## src/rtl/mc_ctrl.sv

```systemverilog
// mc_ctrl -- multi-cycle MIPS-subset control unit.
//
// Sequences each instruction through FETCH / DCD / EXE / MEM / WB and drives
// the datapath strobes and selects. Memory handshakes are bounded by a wait
// counter; an illegal instruction or a memory timeout parks the FSM in TRAP
// until reset. Also keeps a sticky addi-overflow flag and a retired count.
//
// Ports
//   clk_i, rst_ni          clock, asynchronous active-low reset
//   op_i, funct_i          instruction[31:26] / instruction[5:0] from the IR
//   zero_i, overflow_i     ALU flags of the current cycle
//   imem_rdy_i, dmem_rdy_i memory ready handshakes
//   imem_req_o, dmem_req_o memory requests
//   PCWr_o .. byteOp_o     1-bit datapath strobes and selects
//   NPCop_o .. GPRsel_o    2-bit datapath selects
//   state_o                current FSM state
//   trap_o, trap_code_o    fault indication (01 illegal, 10 imem, 11 dmem)
//   ovf_flag_o             sticky addi overflow
//   retired_o              retired instruction count (wraps)
module mc_ctrl #(
   parameter int CNT_W    = 32,
   parameter int WAIT_MAX = 15
) (
   input  logic             clk_i,
   input  logic             rst_ni,
   input  logic [5:0]       op_i,
   input  logic [5:0]       funct_i,
   input  logic             zero_i,
   input  logic             overflow_i,
   input  logic             imem_rdy_i,
   input  logic             dmem_rdy_i,
   output logic             imem_req_o,
   output logic             dmem_req_o,
   output logic             PCWr_o,
   output logic             IRWr_o,
   output logic             GPRWr_o,
   output logic             DMWr_o,
   output logic             ALUsrc_o,
   output logic             ALUsign_o,
   output logic             byteOp_o,
   output logic [1:0]       NPCop_o,
   output logic [1:0]       ALUop_o,
   output logic [1:0]       ExtOp_o,
   output logic [1:0]       M2Rsel_o,
   output logic [1:0]       GPRsel_o,
   output logic [2:0]       state_o,
   output logic             trap_o,
   output logic [1:0]       trap_code_o,
   output logic             ovf_flag_o,
   output logic [CNT_W-1:0] retired_o
);

   typedef enum logic [2:0] {
      FETCH = 3'd0, DCD = 3'd1, EXE = 3'd2, MEM = 3'd3, WB = 3'd4, TRAP = 3'd7
   } state_e;

   // Last count value before a timeout: WAIT_MAX cycles without ready in total.
   localparam logic [7:0] WAIT_LAST = 8'(WAIT_MAX - 1);

   state_e           state_q, state_d;
   logic [7:0]       wait_q, wait_d;
   logic [1:0]       code_q, code_d;
   logic             ovf_q, ovf_d;
   logic [CNT_W-1:0] retired_q, retired_d;

   // Instruction decode
   logic is_r, is_addu, is_subu, is_slt, is_jr, is_addi, is_ori, is_lui;
   logic is_lw, is_lb, is_sw, is_sb, is_beq, is_j, is_jal;
   logic is_load, is_store, is_itype, legal;

   assign is_r     = (op_i == 6'b000000);
   assign is_addu  = is_r && (funct_i == 6'b100001);
   assign is_subu  = is_r && (funct_i == 6'b100011);
   assign is_slt   = is_r && (funct_i == 6'b101010);
   assign is_jr    = is_r && (funct_i == 6'b001000);
   assign is_addi  = (op_i == 6'b001000);
   assign is_ori   = (op_i == 6'b001101);
   assign is_lui   = (op_i == 6'b001111);
   assign is_lw    = (op_i == 6'b100011);
   assign is_lb    = (op_i == 6'b100000);
   assign is_sw    = (op_i == 6'b101011);
   assign is_sb    = (op_i == 6'b101000);
   assign is_beq   = (op_i == 6'b000100);
   assign is_j     = (op_i == 6'b000010);
   assign is_jal   = (op_i == 6'b000011);
   assign is_load  = is_lw || is_lb;
   assign is_store = is_sw || is_sb;
   assign is_itype = is_addi || is_ori || is_lui || is_load || is_store;
   assign legal    = is_addu || is_subu || is_slt || is_jr || is_itype ||
                     is_beq || is_j || is_jal;

   // Next-state logic
   always_comb begin
      state_d   = state_q;
      wait_d    = wait_q;
      code_d    = code_q;
      ovf_d     = ovf_q;
      retired_d = retired_q;
      case (state_q)
         FETCH: begin
            if (imem_rdy_i)               state_d = DCD;
            else if (wait_q == WAIT_LAST) begin state_d = TRAP; code_d = 2'b10; end
            else                          wait_d = wait_q + 8'd1;
         end
         DCD: begin
            if (!legal)                        begin state_d = TRAP; code_d = 2'b01; end
            else if (is_j || is_jal || is_jr)  state_d = FETCH;
            else                               state_d = EXE;
         end
         EXE: begin
            if (is_beq)                     state_d = FETCH;
            else if (is_load || is_store)   state_d = MEM;
            else                            state_d = WB;
         end
         MEM: begin
            if (dmem_rdy_i)               state_d = is_store ? FETCH : WB;
            else if (wait_q == WAIT_LAST) begin state_d = TRAP; code_d = 2'b11; end
            else                          wait_d = wait_q + 8'd1;
         end
         WB: begin
            state_d = FETCH;
            if (is_addi && overflow_i) ovf_d = 1'b1;
         end
         TRAP:    state_d = TRAP;
         default: state_d = TRAP;
      endcase
      // Every state change restarts the wait count, so FETCH and MEM are
      // always entered with a fresh budget.
      if (state_d != state_q) wait_d = '0;
      if (state_d == FETCH && state_q != FETCH) retired_d = retired_q + CNT_W'(1);
   end

   always_ff @(posedge clk_i or negedge rst_ni) begin
      if (!rst_ni) begin
         state_q   <= FETCH;
         wait_q    <= '0;
         code_q    <= 2'b00;
         ovf_q     <= 1'b0;
         retired_q <= '0;
      end else begin
         state_q   <= state_d;
         wait_q    <= wait_d;
         code_q    <= code_d;
         ovf_q     <= ovf_d;
         retired_q <= retired_d;
      end
   end

   // Output decode; everything is held low while reset is asserted so an
   // aborted access never sees a write strobe.
   always_comb begin
      imem_req_o = 1'b0;  dmem_req_o = 1'b0;
      PCWr_o     = 1'b0;  IRWr_o     = 1'b0;
      GPRWr_o    = 1'b0;  DMWr_o     = 1'b0;
      ALUsrc_o   = 1'b0;  ALUsign_o  = 1'b0;
      byteOp_o   = 1'b0;
      NPCop_o    = 2'b00; ALUop_o    = 2'b00;
      ExtOp_o    = 2'b00; M2Rsel_o   = 2'b00;
      GPRsel_o   = 2'b00;
      if (rst_ni) begin
         // ALU selects stay valid from EXE to WB so the flags are live at write-back.
         if (state_q == EXE || state_q == MEM || state_q == WB) begin
            ALUsrc_o  = is_itype;
            ALUsign_o = is_addi || is_slt;
            ExtOp_o   = is_lui ? 2'b10 : (is_addi || is_load || is_store) ? 2'b01 : 2'b00;
            ALUop_o   = (is_subu || is_beq) ? 2'b01 :
                        (is_ori || is_lui)  ? 2'b10 :
                        is_slt              ? 2'b11 : 2'b00;
         end
         case (state_q)
            FETCH: begin
               imem_req_o = 1'b1;
               IRWr_o     = imem_rdy_i;
               PCWr_o     = imem_rdy_i;
            end
            DCD: begin
               if (is_j || is_jal) begin PCWr_o = 1'b1; NPCop_o = 2'b10; end
               if (is_jal) begin GPRWr_o = 1'b1; GPRsel_o = 2'b10; M2Rsel_o = 2'b10; end
               if (is_jr)  begin PCWr_o = 1'b1; NPCop_o = 2'b11; end
            end
            EXE: begin
               if (is_beq) begin PCWr_o = zero_i; NPCop_o = 2'b01; end
            end
            MEM: begin
               dmem_req_o = 1'b1;
               byteOp_o   = is_lb || is_sb;
               DMWr_o     = is_store && dmem_rdy_i;
            end
            WB: begin
               GPRWr_o  = !(is_addi && overflow_i);
               GPRsel_o = is_r ? 2'b00 : 2'b01;
               M2Rsel_o = is_load ? 2'b01 : 2'b00;
            end
            default: ;
         endcase
      end
   end

   assign state_o     = state_q;
   assign trap_o      = (state_q == TRAP);
   assign trap_code_o = code_q;
   assign ovf_flag_o  = ovf_q;
   assign retired_o   = retired_q;

endmodule

```

## config.mk

```make
export PLATFORM = sky130hd
export DESIGN_NAME = mc_ctrl
export DESIGN_NICKNAME = d
export VERILOG_FILES = /design/src/rtl/mc_ctrl.sv
export SDC_FILE = /design/constraint.sdc
export NUM_CORES = 1
export LEC_CHECK = 0
export CORE_UTILIZATION = 55
export CTS_CLUSTER_SIZE = 16
export DETAILED_ROUTE_END_ITERATION = 12
export PLACE_DENSITY = 0.94
export SYNTH_ARGS = -nofsm -noshare
export SYNTH_HDL_FRONTEND = slang
export SYNTH_SLANG_ARGS = --single-unit
```

## constraint.sdc

```tcl
create_clock -name clk_i -period 3.6 [get_ports clk_i]
set_input_delay 0.72 -clock clk_i [delete_from_list [all_inputs] [get_ports clk_i]]
set_output_delay 0.72 -clock clk_i [all_outputs]
set_load 0.01 [all_outputs]
```

==> impl_metrics.tcl <==
set metrics [dict create \
    first_pass_iters 7 \
    r2r-start "wait_q[5]" \
    post_cts_buffers 0 \
    fin_crit_sh_pct 98.2 \
    ys.flop_type "dfrtp_1" \
    synthDistinctLibCells 53 \
    end_kind "output pin" \
    period_needed_ns 3.53 \
    drt-total-wl_um 9620 \
    dieArea_mm2 0.00642 \
    overflow 0 \
    nets 467 \
    grt_util_met3_pct 6.02 \
    outcome "finished clean" \
    grt_max_degree 44 \
    synth_area_mm2 0.00336 \
    synth.top_cells.by_area "dfrtp_1 (34%), nor4_2 (11%), xor2_1 (8.1%)" \
    ctsHoldBuffers 0 \
    grt_first_pass_wirelength_um 15400 \
    cts_tree "yes" \
    synth-warning-count 0 \
    start_util_pct 56.7 \
    vias 3356 \
    slew-limit-headroom_pct 54.4 \
    drcViolationCount 0 \
    syn_avg_cell_area_um2 9.25 \
    hpwlAfterDp_um 6820 \
    antenna_left 0 \
    grt.total_usage_pct 31.0 \
    power.total_mw 0.928 \
    htree_levels 2 \
    io_pins 76 \
    synth_common_cells "dfrtp_1 (46), xor2_1 (31), nand3_1 (30)" \
    place.gp.congestion 0.938 \
    hp-class "in -> async" \
    grt.met1_usage_pct 43.6 \
    antenna_found_initial 0 \
    maxCapViolCount 0 \
    synth_enable_flop_cells 0 \
    met2_usage_pct 47.7 \
    diodes 0 \
    chipHeight_um 80.1 \
    ys_seq_area_share_pct 34.3 \
    tightest_slew_ns 0.684 \
    max_freq_ghz 0.283 \
    leakage_nw 1.84 \
    yosysTopAreaCell "dfrtp_1" \
    setup_viol 0 \
    drive_above_1_share_pct 18.3 \
    path_max_fanout 7 \
    port_buffers 75 \
    syn_nets 384 \
    root_buffer "clkbuf_8" \
    report.final.slew_viol_count 0 \
    clock_sinks 46 \
    rows 28 \
    synth_most_common_cell "dfrtp_1" \
    reg2reg_slack_ns 0.76 \
    clock_path_buffers 2 \
    syn2layout_area_growth_pct 30.5 \
    r2r_cells 7 \
    grt-busiest-layer "met2" \
    worst-setup-path-type "in -> out" \
    ys_seq_elements 46 \
    vdd_drop_max_mv 0.205 \
    r2r_end "retired_o[21]" \
    start_kind "input pin" \
    path_clk_slew_ns 0.08 \
    cp.required_ns 2.88 \
    fin_tns_setup_ns 0 \
    viasPerCell 6.43 \
    p_per_area_mw_per_mm2 212 \
    syn_inst 363 \
    core_area_mm2 0.00592 \
    synth_top_area_share_pct 34.3 \
    fin_skew_ns 0.0110 \
    utilization_pct 74.0 \
    cp.arrival_ns 2.81 \
    routedWlPerCell_um 18.4 \
    n_fill_cell 375 \
    cts_buffers 5 \
    report.final.hold_viol_count 0 \
    ys_async_sr_fraction_pct 100 \
    die_w_um 80.1 \
    drtIter0Drc 476 \
    insertion_delay_ns 0.31 \
    grt_pass1_vias 3116 \
]
stage by stage:
step	hold WS (ns)	setup WS [ns]	cell area (um2)	std cells
6_report	0.247	0.0651	4380	522
5_1_grt	0.254	-0.00141	4380	522
4_1_cts	0.247	0.00891	4350	522
3_5_place_dp	0.469	-0.0235	4260	514
3_3_place_gp	0.456	0.0277	4260	514
2_1_floorplan	0.424	0.871	3360	363
registers in the layout, summed over array words and instances, names as in the netlist:
register     count
retired_o       32
wait_q           8
state_o          3
trap_code_o      2
ovf_flag_o       1
worst max-delay path: stages:
cell	delay [ns]
clkdlybuf4s50_1	0.56
nor4_4	0.33
nand3_2	0.16
a2111oi_2	0.44
clkdlybuf4s50_1	0.61
cells in the final DEF, fill, tap and decap left out, types with 2 or more instances in the layout:
master and instances:
xor2_1 31, nor2b_1 4, nor2_1 25, o31ai_1 2
buf_4 27, nor4b_2 2, nor4_1 6, nand2b_1 2
a21oi_1 9, clkdlybuf4s50_1 70, inv_1 8, nand2_1 25
nand3_2 2, nor4_2 29, a211oi_1 2, o22ai_1 3
and3b_1 3, or3_1 4, or2_2 3, nand4_1 15
a2111oi_0 3, o21ai_1 2, clkbuf_8 6, and3_1 12
xnor2_1 8, nor3_1 10, and4_1 8, nor4_4 3
ha_1 3, a311oi_2 2, dlymetal6s2s_1 4, a31oi_1 5
nand3_1 29, and2_1 6, o21ai_0 8, dfrtp_1 46
cell families (layout without fill, tap and decap cells):
group,count (synthesis),in the layout,share of synthesized area (%)
buffers and inverters,35,119,5.77
muxes,1,1,0.335
xor gates and xnor gates,39,39,10.2
and+or+nand+nor,192,192,38.7
AOI/OAI and AO/OA,47,47,9.65
adders and majority gates,3,3,1.12
DFF,46,46,34.3
power breakdown:
| part | total [mW] | internal [mW] | switching, mW |
|---|---|---|---|
| sequential | 0.516 | 0.516 | 0.0000237 |
| combinational | 0.0792 | 0.0344 | 0.0448 |
| clock | 0.333 | 0.155 | 0.178 |
| total | 0.928 | 0.706 | 0.222 |
per-layer routing:
metal  share of wire [%]  vias to the layer above  wire length (um)
li1                    -                     1518                 -
met1                  42                     1650              4070
met2                  49                      159              4680
met3                 6.5                       29               626
met4                 2.6                        0               246
met5                   0                        -                 0
timing repair:
| action | in CTS | in global routing |
|---|---|---|
| setup endpoints to repair | 1 | 8 |
| gates resized for setup | 1 | 9 |
| hold endpoints to repair | 0 | 0 |
final cells by class:
class,instances,area (um2),share of cell area (%)
multi-input cells,282,2050,46.9
inverters,9,33.8,0.771
clock buffers,7,86.3,1.97
flip-flops and latches,46,1150,26.3
well taps,75,93.8,2.14
clock inverters,1,5.00,0.114
repair buffers,102,958,21.9
worst max path at each step:
stage / start / to
final: op_i[2] / NPCop_o[1]
after global routing: op_i[2] / GPRWr_o
after CTS: op_i[3] / NPCop_o[1]
after detailed placement: op_i[3] / NPCop_o[1]
after global placement: op_i[3] / NPCop_o[1]
after floorplan: op_i[0] / NPCop_o[1]
(Power assumes the default switching activity.)
